### config.mk
export PLATFORM = sky130hd
export DESIGN_NAME = vram_write_buffer
export DESIGN_NICKNAME = d
export VERILOG_FILES = /design/src/rtl/vram_wb_pkg.sv /design/src/rtl/wb_fifo.sv /design/src/rtl/vram_write_buffer.sv
export SDC_FILE = /design/constraint.sdc
export NUM_CORES = 1
export LEC_CHECK = 0
export ABC_CLOCK_PERIOD_IN_PS = 1900
export CAP_MARGIN = 20
export CORE_MARGIN = 2
export CORE_UTILIZATION = 49
export CTS_CLUSTER_SIZE = 14
export DETAILED_ROUTE_END_ITERATION = 10
export HOLD_SLACK_MARGIN = 0.12
export MAX_ROUTING_LAYER = met4
export PLACE_DENSITY = 0.75
export SYNTH_ARGS = -nofsm -noshare
export SYNTH_HDL_FRONTEND = slang
export SYNTH_SLANG_ARGS = --single-unit
### constraint.sdc
create_clock -name clk -period 1.9 [get_ports clk]
set_input_delay 0.38 -clock clk [delete_from_list [all_inputs] [get_ports clk]]
set_output_delay 0.38 -clock clk [all_outputs]
set_load 0.02 [all_outputs]
### src/rtl/vram_wb_pkg.sv
// Shared types and constants for the text-mode VRAM CPU write buffer.
// Latency: n/a (types only).
// Backpressure: n/a (types only).
package vram_wb_pkg;

    localparam int ADDR_W = 11;
    localparam int DATA_W = 8;

    // Character pixel counter value on which an active-display write may
    // start; the transaction then owns the bus for phases 4, 5 and 6.
    localparam logic [3:0] STEAL_PHASE = 4'd3;

    typedef enum logic {
        CHAR = 1'b0,
        ATTR = 1'b1
    } plane_t;

    typedef struct packed {
        plane_t              plane;
        logic [ADDR_W-1:0]   addr;
        logic [DATA_W-1:0]   data;
    } wb_entry_t;

    typedef enum logic [1:0] {
        IDLE   = 2'd0,
        SETUP  = 2'd1,
        STROBE = 2'd2,
        HOLD   = 2'd3
    } wb_state_t;

endpackage

### src/rtl/wb_fifo.sv
// Synchronous FIFO of pending VRAM write entries.
// Latency: a pushed entry is visible at the head on the cycle after the push.
// Backpressure: push while full is ignored; pop while empty is ignored.
//
// Ports:
//   clk, reset       clock and synchronous active-high reset (empties FIFO)
//   push, push_dat   enqueue request and entry
//   pop              dequeue the head entry
//   head_dat         current head entry (undefined contents when empty)
//   full, empty      occupancy flags, derived from the registered count
//   count            number of stored entries
module wb_fifo
    import vram_wb_pkg::*;
#(
    parameter int DEPTH = 4
) (
    input  logic                   clk,
    input  logic                   reset,
    input  logic                   push,
    input  wb_entry_t              push_dat,
    input  logic                   pop,
    output wb_entry_t              head_dat,
    output logic                   full,
    output logic                   empty,
    output logic [$clog2(DEPTH):0] count
);

    localparam int PTR_W = $clog2(DEPTH);
    localparam int CNT_W = PTR_W + 1;
    localparam logic [CNT_W-1:0] FULL_CNT = CNT_W'(DEPTH);

    wb_entry_t         mem [DEPTH];
    logic [PTR_W-1:0]  wr_ptr;
    logic [PTR_W-1:0]  rd_ptr;
    logic              push_ok;
    logic              pop_ok;

    // Full is decided on the registered count, so a push in a cycle that
    // also pops from a full FIFO is still refused.
    assign full     = (count == FULL_CNT);
    assign empty    = (count == '0);
    assign push_ok  = push && !full;
    assign pop_ok   = pop && !empty;
    assign head_dat = mem[rd_ptr];

    always_ff @(posedge clk) begin
        if (reset) begin
            wr_ptr <= '0;
            rd_ptr <= '0;
            count  <= '0;
        end else begin
            if (push_ok) begin
                wr_ptr <= wr_ptr + 1'b1;
            end
            if (pop_ok) begin
                rd_ptr <= rd_ptr + 1'b1;
            end
            count <= count + CNT_W'(push_ok) - CNT_W'(pop_ok);
        end
    end

    // Storage carries no reset; readers qualify the head with the FSM state.
    always_ff @(posedge clk) begin
        if (push_ok) begin
            mem[wr_ptr] <= push_dat;
        end
    end

endmodule

### src/rtl/vram_write_buffer.sv
// CPU write port for text-mode VRAM: pointer registers, pending-write FIFO, bus-steal FSM.
// Latency: a blanking write strobes 3 cycles after cpu_wr; active display waits for phase 5.
// Backpressure: fifo_full flags no room; a char/attr write while full is dropped and sets overflow.
//
// Ports:
//   clk, reset               pixel clock, synchronous active-high reset
//   cpu_data, cpu_address,   register writes: 0 ptr[7:0], 1 ptr[10:8],
//   cpu_wr                   2 char write, 3 attr write
//   char_phase, display_active, crtc_address   CRTC timing and fetch address
//   vram_address, vram_wdata, vram_wdata_oe,   shared VRAM bus
//   n_we_char, n_we_attr     active-low plane write enables
//   fifo_full, overflow      status
//
// Build option: VRAM_WB_AUTOINC_EN -- pointer advances (with wrap at CELLS)
// after every accepted attribute write.
module vram_write_buffer
    import vram_wb_pkg::*;
#(
    parameter int DEPTH = 4,
    parameter int CELLS = 2000
) (
    input  logic              clk,
    input  logic              reset,
    input  logic [7:0]        cpu_data,
    input  logic [1:0]        cpu_address,
    input  logic              cpu_wr,
    input  logic [3:0]        char_phase,
    input  logic              display_active,
    input  logic [ADDR_W-1:0] crtc_address,
    output logic [ADDR_W-1:0] vram_address,
    output logic [7:0]        vram_wdata,
    output logic              vram_wdata_oe,
    output logic              n_we_char,
    output logic              n_we_attr,
    output logic              fifo_full,
    output logic              overflow
);

`ifdef VRAM_WB_AUTOINC_EN
    localparam bit AUTOINC = 1'b1;
`else
    localparam bit AUTOINC = 1'b0;
`endif

    localparam int CNT_W = $clog2(DEPTH) + 1;
    localparam logic [ADDR_W-1:0] LAST_CELL = ADDR_W'(CELLS - 1);

    wb_state_t          state;
    wb_state_t          state_nxt;
    logic [ADDR_W-1:0]  pointer;
    logic [ADDR_W-1:0]  pointer_inc;
    wb_entry_t          push_dat;
    wb_entry_t          head;
    logic               fifo_empty;
    logic [CNT_W-1:0]   fifo_count;
    logic               wr_data_reg;
    logic               push_ok;
    logic               pop;
    logic               bus_owned;

    assign wr_data_reg = cpu_wr && cpu_address[1];
    assign push_ok     = wr_data_reg && !fifo_full;

    assign push_dat.plane = cpu_address[0] ? ATTR : CHAR;
    assign push_dat.addr  = pointer;
    assign push_dat.data  = cpu_data;

    // Out-of-range pointers (written directly) also fold back to cell 0.
    assign pointer_inc = (pointer >= LAST_CELL) ? '0 : pointer + 11'd1;

    wb_fifo #(
        .DEPTH (DEPTH)
    ) u_fifo (
        .clk      (clk),
        .reset    (reset),
        .push     (wr_data_reg),
        .push_dat (push_dat),
        .pop      (pop),
        .head_dat (head),
        .full     (fifo_full),
        .empty    (fifo_empty),
        .count    (fifo_count)
    );

    always_ff @(posedge clk) begin
        if (reset) begin
            pointer <= '0;
        end else if (cpu_wr && cpu_address == 2'd0) begin
            pointer[7:0] <= cpu_data;
        end else if (cpu_wr && cpu_address == 2'd1) begin
            pointer[10:8] <= cpu_data[2:0];
        end else if (AUTOINC && push_ok && cpu_address == 2'd3) begin
            pointer <= pointer_inc;
        end
    end

    always_ff @(posedge clk) begin
        if (reset) begin
            overflow <= 1'b0;
        end else if (wr_data_reg && fifo_full) begin
            overflow <= 1'b1;
        end
    end

    always_ff @(posedge clk) begin
        if (reset) begin
            state <= IDLE;
        end else begin
            state <= state_nxt;
        end
    end

    always_comb begin
        state_nxt = state;
        pop       = 1'b0;
        case (state)
            IDLE: begin
                if (!fifo_empty && (!display_active || char_phase == STEAL_PHASE)) begin
                    state_nxt = SETUP;
                end
            end
            SETUP:  state_nxt = STROBE;
            STROBE: state_nxt = HOLD;
            HOLD: begin
                pop = 1'b1;
                // The head is being popped this cycle, so back-to-back needs
                // a second entry already present; active display always
                // yields the bus until the next steal window.
                if (fifo_count > CNT_W'(1) && !display_active) begin
                    state_nxt = SETUP;
                end else begin
                    state_nxt = IDLE;
                end
            end
            default: state_nxt = IDLE;
        endcase
    end

    // Outputs decode the registered state, so the enables are glitch-free
    // relative to the state register and the head entry is stable while owned.
    assign bus_owned     = (state != IDLE);
    assign vram_address  = bus_owned ? head.addr : crtc_address;
    assign vram_wdata    = bus_owned ? head.data : 8'h00;
    assign vram_wdata_oe = bus_owned;
    assign n_we_char     = !(state == STROBE && head.plane == CHAR);
    assign n_we_attr     = !(state == STROBE && head.plane == ATTR);

endmodule
# Word level (Yosys, flattened, before mapping)
# Memory sizes are Yosys's and may differ from the RTL's. A register that Yosys moved wholly into a read port is not among the register bits.
# Cells that the tools add are included.
[classes]
n_eq_ne = 7
order_cmp = 1
n_addsub = 4
bitwise = 2
n_reduce_logical = 21
mux = 11
[ops]
columns = ["op", "count"]
rows = [
  ["two-way mux 11 bit", 1],
  ["logical AND 1 bit", 10],
  ["two-way mux 8 bit", 1],
  ["case mux 2 bit (4 select lines)", 1],
  ["two-way mux 2 bit", 3],
  ["zero test 1 bit", 5],
  ["two-way mux 1 bit", 5],
  ["adder 2 x 1 -> 2 bit, second input constant", 2],
  ["== test 2 x 1 -> 1 bit, second input constant", 2],
  ["== test 2 bit, second input constant", 2],
  ["== test 4 x 2 -> 1 bit, second input constant", 1],
  ["zero test 2 bit", 2],
  ["adder 3 x 1 -> 3 bit", 1],
  ["== test 3 bit, second input constant", 1],
  ["greater-than comparator 3 x 1 -> 1 bit, second input constant", 1],
  ["zero test 3 bit", 1],
  ["subtractor 3 x 1 -> 3 bit", 1],
  ["!= test 2 bit, second input constant", 1],
  ["inverter 1 bit", 2],
  ["AND reduction 2 bit", 1],
  ["nonzero test 2 bit", 1],
  ["logical OR 1 bit", 1],
]
[totals]
mem_count = 1
reg_bits = 21
inputBits = 29
output_inout_bits = 24
ramBits = 80
[memory_table]
columns = ["name", "depth", "width", "rd", "rd_clocked_by_memory_dff", "wr", "line", "source"]
rows = [
  ["u_fifo.mem", 4, 20, 1, 1, 1, "wb_fifo.sv:32", "wb_entry_t mem [DEPTH];"],
]

# Depth between registers and ports, before layout
# Gate-level depths: netlist of run 1.
[depth]
word_depth = 5
ltp_mapped = 9

# Modules after synthesis
# A second synthesis of run 1 with hierarchy kept.
[hier_totals]
hier_cells = 244
hier_area_um2 = 4174.0
[modules_own_cells]
columns = ["mod", "area_per_inst_um2", "instances", "cells_each", "seq_area_each_um2"]
rows = [
  ["wb_fifo", 3360.7, 1, 155, 2582.5],
  ["vram_write_buffer", 813.3, 1, 89, 280.3],
]

# Worst setup path after synthesis of run 1
# No wires, ideal clock.
[synth_timing]
kind = "flip-flop to flip-flop"
from = "register u_fifo.count[2]"
to = "register u_fifo.count[2]"
period_less_slack_ns = 1.826
path_stages_with_launch = 9
setup_ns = 0.129
path_buffers = 0
t_arrival_ns = 1.697
path_slack_ns = 0.074
path_cell_list = "dfxtp_1 -> o31a_2 -> ha_1 -> inv_1 -> ha_1 -> inv_1 -> fa_1 -> xnor2_1 -> nor2_1"
[synth_between]
elab_cells_between_ends = 8
classes_between = "add/sub (2); eq/ne (1); reduce/logical (5)"
[synth_lines]
columns = ["element", "line", "source"]
rows = [
  ["from (decl)", "wb_fifo.sv:25", "output logic [$clog2(DEPTH):0] count"],
  ["from (signal assigned)", "wb_fifo.sv:58", "count <= count + CNT_W'(push_ok) - CNT_W'(pop_ok);"],
  ["zero test 3 bit", "wb_fifo.sv:41", "assign empty = (count == '0);"],
  ["zero test 1 bit", "wb_fifo.sv:43", "assign pop_ok = pop && !empty;"],
  ["logical AND 1 bit", "wb_fifo.sv:43", ""],
  ["via u_fifo.pop_ok", "wb_fifo.sv:36", "logic pop_ok;"],
  ["subtractor 3 x 1 -> 3 bit", "wb_fifo.sv:58", ""],
]
# The timed path passes the listed nets, and every way through them passes these cells.
# A chain may end at the register's enable or synchronous reset.

==> results of run 1 <==
[sequential cells by signal, indices dropped and copies added (netlist names), named ones only]
register	count
u_fifo.wr_ptr	2
u_fifo.rd_ptr	2
overflow	1
u_fifo.count	3
state	2
pointer	11
u_fifo.mem	80
[power by group]
group | switching (uW) | leakage (uW) | internal, uW
registers | 30.5 | 0.000934 | 2480
clock network | 731 | 0.0000973 | 619
logic | 349 | 0.000997 | 357
total | 1110 | 0.00203 | 3460
[area by class of cell]
type,instances,area (um2)
repair buffers,92,941
fillers,574,2760
clock buffers,10,128
clock inverters,6,68.8
multi-input cells,137,1300
well taps,105,131
flip-flops and latches,103,2870
inverters,12,57.6
[final timing paths]
path	start	endpoint	slack, ns
hold reg to reg	overflow$_SDFFE_PP0P_	overflow$_SDFFE_PP0P_	0.49
setup reg to reg	state[0]$_SDFFE_PP0P_	u_fifo.count[2]$_SDFF_PP0_	0.05
setup / recovery	flop	vram_address[5]	-0.24
hold / removal	overflow$_SDFFE_PP0P_	overflow$_SDFFE_PP0P_	0.49
[cell families after synthesis]
kind of cell,synth area share
DFF,0.683
and+or+nand+nor,0.0916
muxes,0.136
buffers and inverters,0.0298
AOI/OAI and AO/OA,0.0191
adders and majority gates,0.0346
xor gates and xnor gates,0.00627
[what timing repair did]
action,CTS,global route
pin swaps,29,6
endpoints found under the setup margin,25,24
buffers inserted,5,3
gates resized for setup,153,12
[critical path, cell delays in order, from the launching register on]
cell     delay, ns
dfxtp_2       0.36
buf_12        0.13
buf_12        0.13
mux4_2        0.52
nand2_2       0.09
nand2_2       0.05
buf_6         0.12
[placed cells by master, fill, tap and decap left out, types with 8 or more instances in the layout]
cell type | netlist | routed
buf_12 | 0 | 8
buf_4 | 0 | 31
buf_6 | 3 | 21
clkbuf_8 | 0 | 9
clkdlybuf4s50_1 | 0 | 29
dfxtp_1 | 23 | 18
edfxtp_1 | 80 | 80
inv_1 | 11 | 8
mux2i_1 | 12 | 12
mux4_2 | 20 | 20
nand2_1 | 36 | 26
nand2_2 | 0 | 10
nor2_1 | 18 | 18
[per-layer routing]
| layer | GRT usage | vias up |
|---|---|---|
| met5 | - | - |
| met4 | 0.0869 | 0 |
| met3 | 0.0295 | 11 |
| met2 | 0.331 | 60 |
| met1 | 0.227 | 1237 |
| li1 | - | 1151 |
[metrics by stage]
stage	TNS, ns	power, uW	util	instances
floorplan	0	2860	-	263
global placement	-5.23	3190	0.617	441
detailed placement	-5.66	3200	0.617	441
CTS	-4.51	4590	0.660	462
global route	-5.66	4740	0.666	465
finish	-4.05	4570	0.666	465
==> flow_summary.json, run 1 <==
{
  "met1_length_um": 3370,
  "worstHoldPathCells": 2,
  "cp_data_required_time_ns": 1.52,
  "ys_ff_latch": 103,
  "first_iter_violations": 112,
  "grt_pass1_vias": 2532,
  "yosysWarningCount": 0,
  "total_leakage_power_uw": 0.00203,
  "cts_tree": "done",
  "clk_pin_slew_ns": 0.09,
  "die_x_um": 96.5,
  "critPathArrivalTime_ns": 1.76,
  "crit_type": "flop to output port",
  "wl_per_cell_um": 16.8,
  "max-slew-margin-rel": 0.736,
  "wl_met2_um": 4070,
  "synthTopCellsByCount": "80 x edfxtp_1, 36 x nand2_1, 23 x dfxtp_1",
  "grt_pass1_wl_um": 12500,
  "antenna_found_initial": 0,
  "die_y_um": 96.5,
  "end_kind": "output port",
  "cts.sinks": 103,
  "setup_viol": 21,
  "grt_max_degree": 21,
  "drc": 0,
  "dr.max_layer_used": "met4",
  "maxCapViolCount": 0,
  "gp_congestion": 0.775,
  "syn_area_per_cell_um2": 15.9,
  "placed_area_um2": 5090,
  "stdcell_area_um2": 5500,
  "met3_length_um": 269,
  "cts_buffers": 9,
  "synthesis.area_um2": 4190,
  "grt_usage": 0.193,
  "worstRegToRegCells": 10,
  "detail_route.first_pass.iterations": 4,
  "violations": "setup timing",
  "cts-root-buf": "clkbuf_8",
  "hp-class": "flop to flop",
  "outcome": "complete, but fails checks",
  "maxSlewViolCount": 0,
  "final_hold_viol_count": 0,
  "worst_pin_slew_ns": 0.391,
  "place_ws_ns": -0.275,
  "cts_buffer_depth": 2,
  "syn_inst": 263,
  "worst_slack_ns": -0.236,
  "max_freq_mhz": 468,
  "grt-ovfl-total": 0,
  "powerDensity_nw_per_um2": 831,
  "vias_per_cell": 5.29,
  "fin_crit_ns": 2.14,
  "synth_ff_type": "edfxtp_1",
  "ys_seq_area_frac": 0.683,
  "die_area_um2": 9320,
  "synth.distinct_cells": 36,
  "critPathLaunchType": "flop",
  "cts-hold-fix-buffers": 0,
  "rows": 33,
  "synthToLayoutAreaGrowth_pct": 31.1,
  "boundaryPins": 53,
  "io_buffers": 52,
  "finalNetCount": 395,
  "fp.coreArea_um2": 8260,
  "initial_core_util": 0.508,
  "htree_levels": 3,
  "dp_hpwl_um": 5170,
  "wirelength_um": 7830,
  "vias": 2459,
  "yosysMostFrequentCell": "edfxtp_1",
  "yosys.area.top_type": "edfxtp_1",
  "drive_above_1_share": 0.383,
  "cp_max_fo": 8,
  "synth_top_cells_by_area": "edfxtp_1 57%, dfxtp_1 11%, mux4_2 11%",
  "diodes": 0,
  "fin_worst_skew_ns": 0.0110,
  "yosysTopAreaCellShare": 0.573,
  "rsz0062_at_grt": "yes",
  "whs_ns": 0.487,
  "detail-route-antenna-nets": 0,
  "worstSkewPairLatency_ns": 0.36,
  "synth-async-reset-ratio": 0,
  "synth_edf_count": 80,
  "fin_crit_sh": 1.12,
  "synthesis.nets": 303,
  "peakVddDrop_uv": 431
}
Note: power is estimated with default switching activity, not from simulation.
==> run 2: changes to the inputs <==
--- a/config.mk
+++ b/config.mk
@@ -11,9 +11,11 @@
 export CORE_UTILIZATION = 49
 export CTS_CLUSTER_SIZE = 14
 export DETAILED_ROUTE_END_ITERATION = 10
+export GPL_TIMING_DRIVEN = 0
 export HOLD_SLACK_MARGIN = 0.12
 export MAX_ROUTING_LAYER = met4
 export PLACE_DENSITY = 0.75
 export SYNTH_ARGS = -nofsm -noshare
 export SYNTH_HDL_FRONTEND = slang
+export SYNTH_HIERARCHICAL = 1
 export SYNTH_SLANG_ARGS = --single-unit
==> flow_summary.json, run 2 <==
{
  "die_x_um": 96.3,
  "io_buffers": 51,
  "cp_data_required_time_ns": 1.52,
  "mostFrequentLayoutCells": "80 x edfxtp_1, 26 x clkdlybuf4s50_1, 20 x mux4_2",
  "synthTopCellsByCount": "80 x edfxtp_1, 23 x dfxtp_1, 20 x mux4_2",
  "rows": 33,
  "yosysTopAreaCellShare": 0.576,
  "rsz0062_at_grt": "yes",
  "synthesis.nets": 283,
  "final_hold_viol_count": 0,
  "vias_per_cell": 5.35,
  "yosys.area.top_type": "edfxtp_1",
  "worst_pin_slew_ns": 0.594,
  "outcome": "complete, but fails checks",
  "nFillCells": 629,
  "diodes": 0,
  "end_kind": "output port",
  "setup_viol": 22,
  "stdcell_area_um2": 5340,
  "critical-path-top-delay-family": "multiplexers",
  "cts.sinks": 103,
  "cts-hold-fix-buffers": 0,
  "cts-root-buf": "clkbuf_8",
  "fin_crit_ns": 2.25,
  "antenna_found_initial": 0,
  "crit_chain": "buf_12 -> mux4_2 -> mux2_2 -> buf_6",
  "max-slew-margin-rel": 0.604,
  "die_area_um2": 9270,
  "clk_pin_slew_ns": 0.09,
  "grt_usage": 0.191,
  "htree_levels": 3,
  "worstHoldPathCells": 2,
  "synthesis.area_um2": 4170,
  "critPathArrivalTime_ns": 1.87,
  "synth_ff_type": "edfxtp_1",
  "max_freq_mhz": 444,
  "grt-ovfl-total": 0,
  "gp_congestion": 0.721,
  "hp-class": "input pin to flop",
  "detail-route-antenna-nets": 0,
  "die_y_um": 96.3,
  "multiInputGateArea_um2": 1340,
  "final_common_cell": "edfxtp_1",
  "grt_pass1_wl_um": 12200,
  "violations": "setup timing",
  "place_inst": 400,
  "cts_buffer_depth": 2,
  "critPathLaunchType": "flop",
  "drive_above_1_share": 0.368,
  "grt_max_degree": 21,
  "crit_type": "flop to output port",
  "synth.distinct_cells": 33,
  "whs_ns": 0.283,
  "maxCapViolCount": 0,
  "worstSkewPairLatency_ns": 0.36,
  "peakVddDrop_uv": 487,
  "syn_inst": 244,
  "total_leakage_power_uw": 0.00188,
  "placed_area_um2": 4840,
  "instances_no_fill": 431,
  "top_register": "u_fifo/mem",
  "cts_buffers": 9,
  "grt_pass1_vias": 2350,
  "worstRegToRegCells": 10,
  "synth-async-reset-ratio": 0,
  "boundaryPins": 53,
  "final-seq-area_um2": 2880,
  "powerDensity_nw_per_um2": 955,
  "vias": 2304,
  "largest_reg_flops": 80,
  "yosysWarningCount": 6,
  "cp_slowest_cell": "mux4_2",
  "top_regs": "u_fifo/mem x80, pointer x11, u_fifo/count x3",
  "wirelength_um": 7930,
  "dp_hpwl_um": 4810,
  "cts_tree": "done",
  "maxSlewViolCount": 0,
  "ys_ff_latch": 103,
  "r2r_slack_ns": -0.13,
  "detail_route.first_pass.iterations": 4,
  "fp.coreArea_um2": 8220,
  "ys_seq_area_frac": 0.686,
  "critPathBufInv": 2,
  "worst-path-stages": 4,
  "yosysMostFrequentCell": "edfxtp_1",
  "fin_worst_skew_ns": 0.00637,
  "synth_top_cells_by_area": "edfxtp_1 58%, dfxtp_1 11%, mux4_2 11%",
  "initial_core_util": 0.508,
  "wl_per_cell_um": 18.4,
  "synthToLayoutAreaGrowth_pct": 27.9,
  "worst_slack_ns": -0.352,
  "cp_max_fo": 5,
  "drc": 0,
  "max_stage_delay_ns": 0.55,
  "syn_area_per_cell_um2": 17.1,
  "synth_edf_count": 80,
  "first_iter_violations": 116,
  "fin_crit_sh": 1.19,
  "finalNetCount": 360
}
## run 2: cell types whose count changed after synthesis, sizes merged, moves of 2 or more
| cell | delta |
|---|---|
| and2 | -4 |
| mux2 | +11 |
| nor2b | +10 |
| or3 | +2 |
| clkbuf | -2 |
| nand2 | -32 |
| and3 | -4 |
## run 2: stage by stage
step / utilization / worst slack [ns] / power [uW] / TNS (ns)
4_1_cts: 0.634 / -0.410 / 5010 / -6.36
2_1_floorplan: - / -0.114 / 3200 / -0.203
3_3_place_gp: 0.589 / -0.677 / 3640 / -59.29
6_report: 0.650 / -0.352 / 5100 / -5.82
5_1_grt: 0.650 / -0.380 / 5300 / -6.93
3_5_place_dp: 0.589 / -0.743 / 3660 / -62.29
## run 2: cell families after synthesis
group / count (synthesis) / synth area share
flip-flops: 103 / 0.686
AND/OR/NAND/NOR: 53 / 0.0704
multiplexers: 43 / 0.166
buffers and inverters: 22 / 0.0237
AO/OA/AOI/OAI: 10 / 0.0156
adder cells (fa/ha/maj): 10 / 0.0318
XOR/XNOR: 3 / 0.00630
## run 2: layout make-up
type,instances,area share
clock buffer,9,0.0232
buffer,10,0.0173
multi-input combinational,119,0.251
sequential,103,0.539
timing repair buffer,66,0.123
tap,105,0.0246
inverter,12,0.00844
clock inverter,7,0.0134
## run 2: worst paths after layout
kind / start / end
setup reg to reg: u_fifo/count[2]$_SDFF_PP0_ / u_fifo/count[2]$_SDFF_PP0_
hold reg to reg: u_fifo/rd_ptr[1]$_SDFFE_PP0P_ / u_fifo/rd_ptr[1]$_SDFFE_PP0P_
hold / removal: reset / pointer[10]$_SDFFE_PP0P_
setup / recovery: flop / vram_address[7]
## run 2: power breakdown
group	leakage, uW	internal (uW)	switching (uW)
combinational	0.000858	591	592
sequential	0.000918	2510	62.1
clock	0.0000990	614	734
## run 2: per-layer routing
metal,vias up,part of all wire,GRT usage
met5,-,0,-
met1,1157,0.40,0.234
li1,1078,-,-
met4,0,0.019,0.0528
met3,14,0.043,0.0454
met2,55,0.54,0.320
## run 2: worst reg2reg max path, delay by kind of cell (launching register included)
kind                     cells  cell delay [ns]
XOR/XNOR                     2             0.33
flip-flops                   1             0.37
buffers and inverters        2             0.10
AND/OR/NAND/NOR              3             0.36
adder cells (fa/ha/maj)      3             0.75
## run 2: repair_timing
| item | CTS | global route |
|---|---|---|
| gates resized for setup | 137 | 29 |
| pin swaps | 5 | 6 |
| buffers inserted | 10 | 4 |
| endpoints found under the setup margin | 105 | 24 |
| cloned | 2 | 0 |
==> RTL change 1 (settings of run 2) <==
Make the reset (`reset`) asynchronous in 4 clocked blocks. Comments in the files are not updated.
--- a/src/rtl/wb_fifo.sv
+++ b/src/rtl/wb_fifo.sv
@@ -43,7 +43,7 @@
     assign pop_ok   = pop && !empty;
     assign head_dat = mem[rd_ptr];
 
-    always_ff @(posedge clk) begin
+    always_ff @(posedge clk or posedge reset) begin
         if (reset) begin
             wr_ptr <= '0;
             rd_ptr <= '0;
--- a/src/rtl/vram_write_buffer.sv
+++ b/src/rtl/vram_write_buffer.sv
@@ -82,7 +82,7 @@
         .count    (fifo_count)
     );
 
-    always_ff @(posedge clk) begin
+    always_ff @(posedge clk or posedge reset) begin
         if (reset) begin
             pointer <= '0;
         end else if (cpu_wr && cpu_address == 2'd0) begin
@@ -94,7 +94,7 @@
         end
     end
 
-    always_ff @(posedge clk) begin
+    always_ff @(posedge clk or posedge reset) begin
         if (reset) begin
             overflow <= 1'b0;
         end else if (wr_data_reg && fifo_full) begin
@@ -102,7 +102,7 @@
         end
     end
 
-    always_ff @(posedge clk) begin
+    always_ff @(posedge clk or posedge reset) begin
         if (reset) begin
             state <= IDLE;
         end else begin
Function: differs if reset is asserted again (counterexample within 4 cycles, from zero or initial values and one cycle with reset high); with reset held inactive, the same outputs for 10 cycles.
==> RTL change 1 against run 2 <==
- the run still ends with negative setup slack left
- worst hold slack improved by 17 ps
- area after synthesis increased by 1.0%
- count of clock-buffer cells in the layout increased by 2
- setup slack got worse by 55 ps
- critical path depth increased by 1
- die area increased by 1.0%
- synthesized cell count decreased by 11%
- routed wire length increased by 12%
- final area increased by 4.1%
- sequential cell count decreased by 2
Power is not compared: it rests on default switching activity, and its combinational part moved more than twofold at a synthesized area within 25%.
==> RTL change 1: results (changes against run 2) <==
** Outcome
- Status :: finished with violations
- The checks that failed: negative setup slack.

** Synthesis
- Multiplexer fraction of the synthesized cell area :: 16.7% (+0.094 points)
- Post-synthesis adder-cell area fraction :: 3.14% (-0.033 points)
- Number of instances in the synthesized netlist :: 218 (-11%)
- The fraction of registers with async set or reset after synthesis was 20.8% (+21 points).
- The compound-gate portion of the synthesized area is 1.84% (+0.28 points).
- Count of cell types in the netlist :: 37 (+12%)
- Leading cell types by total area after synthesis :: sky130_fd_sc_hd__edfxtp_1, sky130_fd_sc_hd__dfrtp_1, sky130_fd_sc_hd__mux4_2, sky130_fd_sc_hd__mux2_2, sky130_fd_sc_hd__ha_1
- In the synthesized netlist, the cells that appear most often are sky130_fd_sc_hd__edfxtp_1, sky130_fd_sc_hd__mux2_2, sky130_fd_sc_hd__dfrtp_1.
- Synthesized net count :: 257 (-9.2%)

** Routing
- The routed via count came to 2355 (+2.2%).
- Met3 routed wirelength :: 403 µm (+18%)
- Wire length on met1 :: 3.87 mm (+22%)
- DR WL/cell :: 21.2 µm (+15%)
- The routed length on met2 was 4.49 mm (+5.0%).

** Worst setup path
- Beginning of the worst register-to-register path :: u_fifo/count[2]
- FF-to-FF setup slack :: -160 ps (-30 ps)
- The highest cell delay on the worst timing path was 520 ps (-30 ps).
- Data arrival time of the critical path :: 1930 ps (+60 ps)
- Endpoint of the lowest-slack register-to-register path :: u_fifo/count[2]
- The length in cells of the worst reg-to-reg path was 9 (-1).

** Hold path
- Worst Hold Class :: input pin to async pin

** Cells and area
- Diodes inserted :: 0 (unchanged)
- Share of final-layout standard cells stronger than drive strength 1 :: 44.4% (+7.6 points)
- Number of standard cells in the final layout excluding fillers :: 418 (-3.0%)
- Total number of nets in the final design :: 347 (-3.6%)

** Placement
- The pre-CTS setup slack came to -637 ps (+106 ps).
- The number of buffers added on ports is 52 (+2.0%).
- The last weighted congestion value of the routability-driven placer came to 0.771 (+7.0%).
- The HPWL reported at the end of detailed placement was 4.71 mm (-2.0%).
- Total placed cells including tap cells :: 375 (-6.3%)

** STA
- Worst-case headroom to the max-slew limit :: 51.9% (-8.5 points)
- The worst clock skew on the final layout was 10.8 ps (+4.41 ps).
- The setup slack of the critical path after layout came to -408 ps (-55.4 ps).
- Final-report setup violation count :: 23 (+4.5%)
- Worst hold slack across all endpoints :: 300 ps (+17.1 ps)

** GRT
- Wire length of the first global-routing pass :: 13.1 mm (+7.2%)

** Power and ir drop
- VDD sags by at most a little under 1000 µV.
- Leakage :: roughly 2 nW

** CTS
- Clock tree synthesis selected as its root buffer the cell sky130_fd_sc_hd__clkbuf_8.
==> RTL change 1: cell types whose count changed in the layout (fill, tap and decap cells not counted), sizes merged, moves of 4 or more <==
cell / before / now
dfxtp: 23 / 0
dfrtp: 0 / 21
nor2: 18 / 0
mux2i: 12 / 0
mux2: 11 / 22
buf: 43 / 52
and2: 5 / 1
and3b: 0 / 4
==> RTL change 1: worst register-to-register path, delay by kind of cell (launching register included) <==
kind	cells	cell delay (ps)
XOR/XNOR	2	270
flip-flops	1	430
adder cells (fa/ha/maj)	3	760
buffers and inverters	3	250
AO/OA/AOI/OAI	1	240
==> RTL change 1: repair_timing <==
action | CTS | global route
endpoints found under the setup margin | 105 | 25
resized for setup | 138 | 42
buffers inserted | 15 | 11
cloned | 3 | 0
pin swaps | 3 | 6
==> RTL change 1: final cells by class <==
cell class | count | area (µm²) | share of cell area (%)
buffer | 6 | 73.8 | 1.33
clock buffer | 11 | 131 | 2.36
clock inverter | 5 | 124 | 2.23
inverter | 13 | 48.8 | 0.878
multi-input combinational | 99 | 1360 | 24.4
sequential | 101 | 2930 | 52.8
tap | 105 | 131 | 2.36
timing repair buffer | 78 | 761 | 13.7
==> RTL change 1: metrics by stage <==
stage | TNS, ps | utilization [%] | instance area (µm²)
2_1_floorplan | -224 | - | 4220
3_3_place_gp | -57010 | 58.8 | 4880
3_5_place_dp | -59420 | 58.8 | 4880
4_1_cts | -7870 | 64.6 | 5360
5_1_grt | -9040 | 67.0 | 5560
6_report | -7710 | 67.0 | 5560
==> RTL change 1: worst max-delay path by stage <==
stage,endpoint,from,cells after the start
global placement,u_fifo/mem[0][6],cpu_address[1],3
CTS,vram_address[8],u_fifo/rd_ptr[0],5
detailed placement,u_fifo/mem[2][5],cpu_address[1],3
floorplan,u_fifo/count[2],u_fifo/count[2],8
global route,vram_address[9],u_fifo/rd_ptr[0],5
finish,vram_address[9],u_fifo/rd_ptr[0],5
==> RTL change 1: kinds of logic after synthesis <==
family                   after synthesis
multiplexers                          42
XOR/XNOR                               4
flip-flops                           101
AND/OR/NAND/NOR                       32
AO/OA/AOI/OAI                         10
buffers and inverters                 19
adder cells (fa/ha/maj)               10
==> RTL change 1: layer usage <==
layer	vias up	global-route usage, %
met5	-	-
li1	1039	-
met1	1217	26.1
met4	0	7.91
met2	89	28.7
met3	10	2.96
==> RTL change 1: where the power goes <==
group / switching (mW) / internal [mW] / total [mW]
registers: 0.246 / 2.81 / 3.05
logic: 1.94 / 2.36 / 4.30
clock network: 0.691 / 1.01 / 1.70
==> RTL change 2 (flow settings as in run 2) <==
Without the edit above. The package constant `ADDR_W` goes from 11 to 13.
--- a/src/rtl/vram_wb_pkg.sv
+++ b/src/rtl/vram_wb_pkg.sv
@@ -3,7 +3,7 @@
 // Backpressure: n/a (types only).
 package vram_wb_pkg;
 
-    localparam int ADDR_W = 11;
+    localparam int ADDR_W = 13;
     localparam int DATA_W = 8;
 
     // Character pixel counter value on which an active-display write may
Ports: changed (resized crtc_address and vram_address); port bits go from 53 to 57. The function was not compared with the original's and may differ.
==> RTL change 2 against run 2 <==
- the run still ends with negative setup slack left
- sequential cell count grew 8
- final area increased by 11%
- register-to-register slack improved by 30 ps
- area after synthesis increased by 7.7%
- power increased by 8.2%
- setup slack got worse by 57 ps
- routed wire length up 6.1%
- largest cell class unchanged
==> RTL change 2: results (changes against run 2) <==
** Outcome
- The flow ran to the end, but the final reports show violations.
- The final reports fail on negative setup slack.

** Synthesis
- The register area share after synthesis is 69.0% (+0.44 points).
- The register bit count reported by yosys came to 111 (+7.8%).
- Leading cell types by total area after synthesis :: sky130_fd_sc_hd__edfxtp_1, sky130_fd_sc_hd__mux4_2, sky130_fd_sc_hd__dfxtp_1, sky130_fd_sc_hd__mux2_2, sky130_fd_sc_hd__mux2i_1
- The post-synthesis adder-cell area fraction is 2.95% (-0.23 points).
- The number of enable-type register cells in the synthesized netlist came to 88 (+10%).
- Commonest cells in the netlist :: sky130_fd_sc_hd__edfxtp_1, sky130_fd_sc_hd__dfxtp_1, sky130_fd_sc_hd__mux4_2

** STA
- Final-report setup violation count :: 24 (+9.1%)
- Worst Setup Slack, final :: -409 ps (-57.0 ps)
- Total negative setup slack :: -7170 ps (-1360 ps)
- Transition at the pin with the smallest max-transition slack :: 604 ps (+10.1 ps)

** GRT
- The largest net degree at the start of global routing was 18 (-14%).
- Met1 track utilization from global routing :: 22.7% (-0.63 points)

** Cells and area
- Register area :: 0.00312 mm² (+8.3%)
- Filler cell count :: 603 (-4.1%)
- The multi-input logic portion of the cell area was 24.8% (-0.24 points).
- The fraction of final layout cells with drive strength greater than 1 came to 38.2% (+1.4 points).
- Number of signal-net buffers in the layout :: 86 (+13%)
- Multi-input logic cell count :: 131 (+10%)

** Routing
- Met3 routed wirelength :: 310 µm (-9.1%)
- The number of vias per cell after detailed routing came to 5.38 (+0.71%).
- The post-detailed-route wirelength per cell was 18.1 µm (-1.5%).
- The routed length on met2 was 4.41 mm (+3.0%).

** Power and ir drop
- The sequential power was 2.76 mW (+7%).
- The power share of the combinational group was 25.9% (+2.7 points).
- Switching power :: 1.48 mW (+6.3%)
- The overall power of the completed layout is 5.52 mW (+8.2%).

** CTS
- Gates resized, CTS repair :: 174 (+27%)

** Placement
- Number of port buffers :: 55 (+7.8%)
- Routability cong. :: 0.734 (+1.9%)
RTL change 2: cell types whose count changed after synthesis, moves of 2 or more:
cell                       before  now
sky130_fd_sc_hd__mux2_2        11   13
sky130_fd_sc_hd__buf_6          0    2
sky130_fd_sc_hd__mux4_2        20   22
sky130_fd_sc_hd__edfxtp_1      80   88
RTL change 2: final timing paths:
check | from | end | slack, ps | cells past startpoint
max | register | vram_address[9] | -410 | 5
min | reset | pointer[10] | 400 | 2
max reg2reg | u_fifo/count[1] | u_fifo/count[2] | -100 | 9
min reg2reg | pointer[4] | u_fifo/mem[1][12] | 510 | 0
RTL change 2: critical path: stages, from the launching register on:
cell and delay, ps:
sky130_fd_sc_hd__dfxtp_4 420, sky130_fd_sc_hd__buf_12 120, sky130_fd_sc_hd__buf_12 110, sky130_fd_sc_hd__mux4_2 510
sky130_fd_sc_hd__mux2_2 280, sky130_fd_sc_hd__buf_6 130
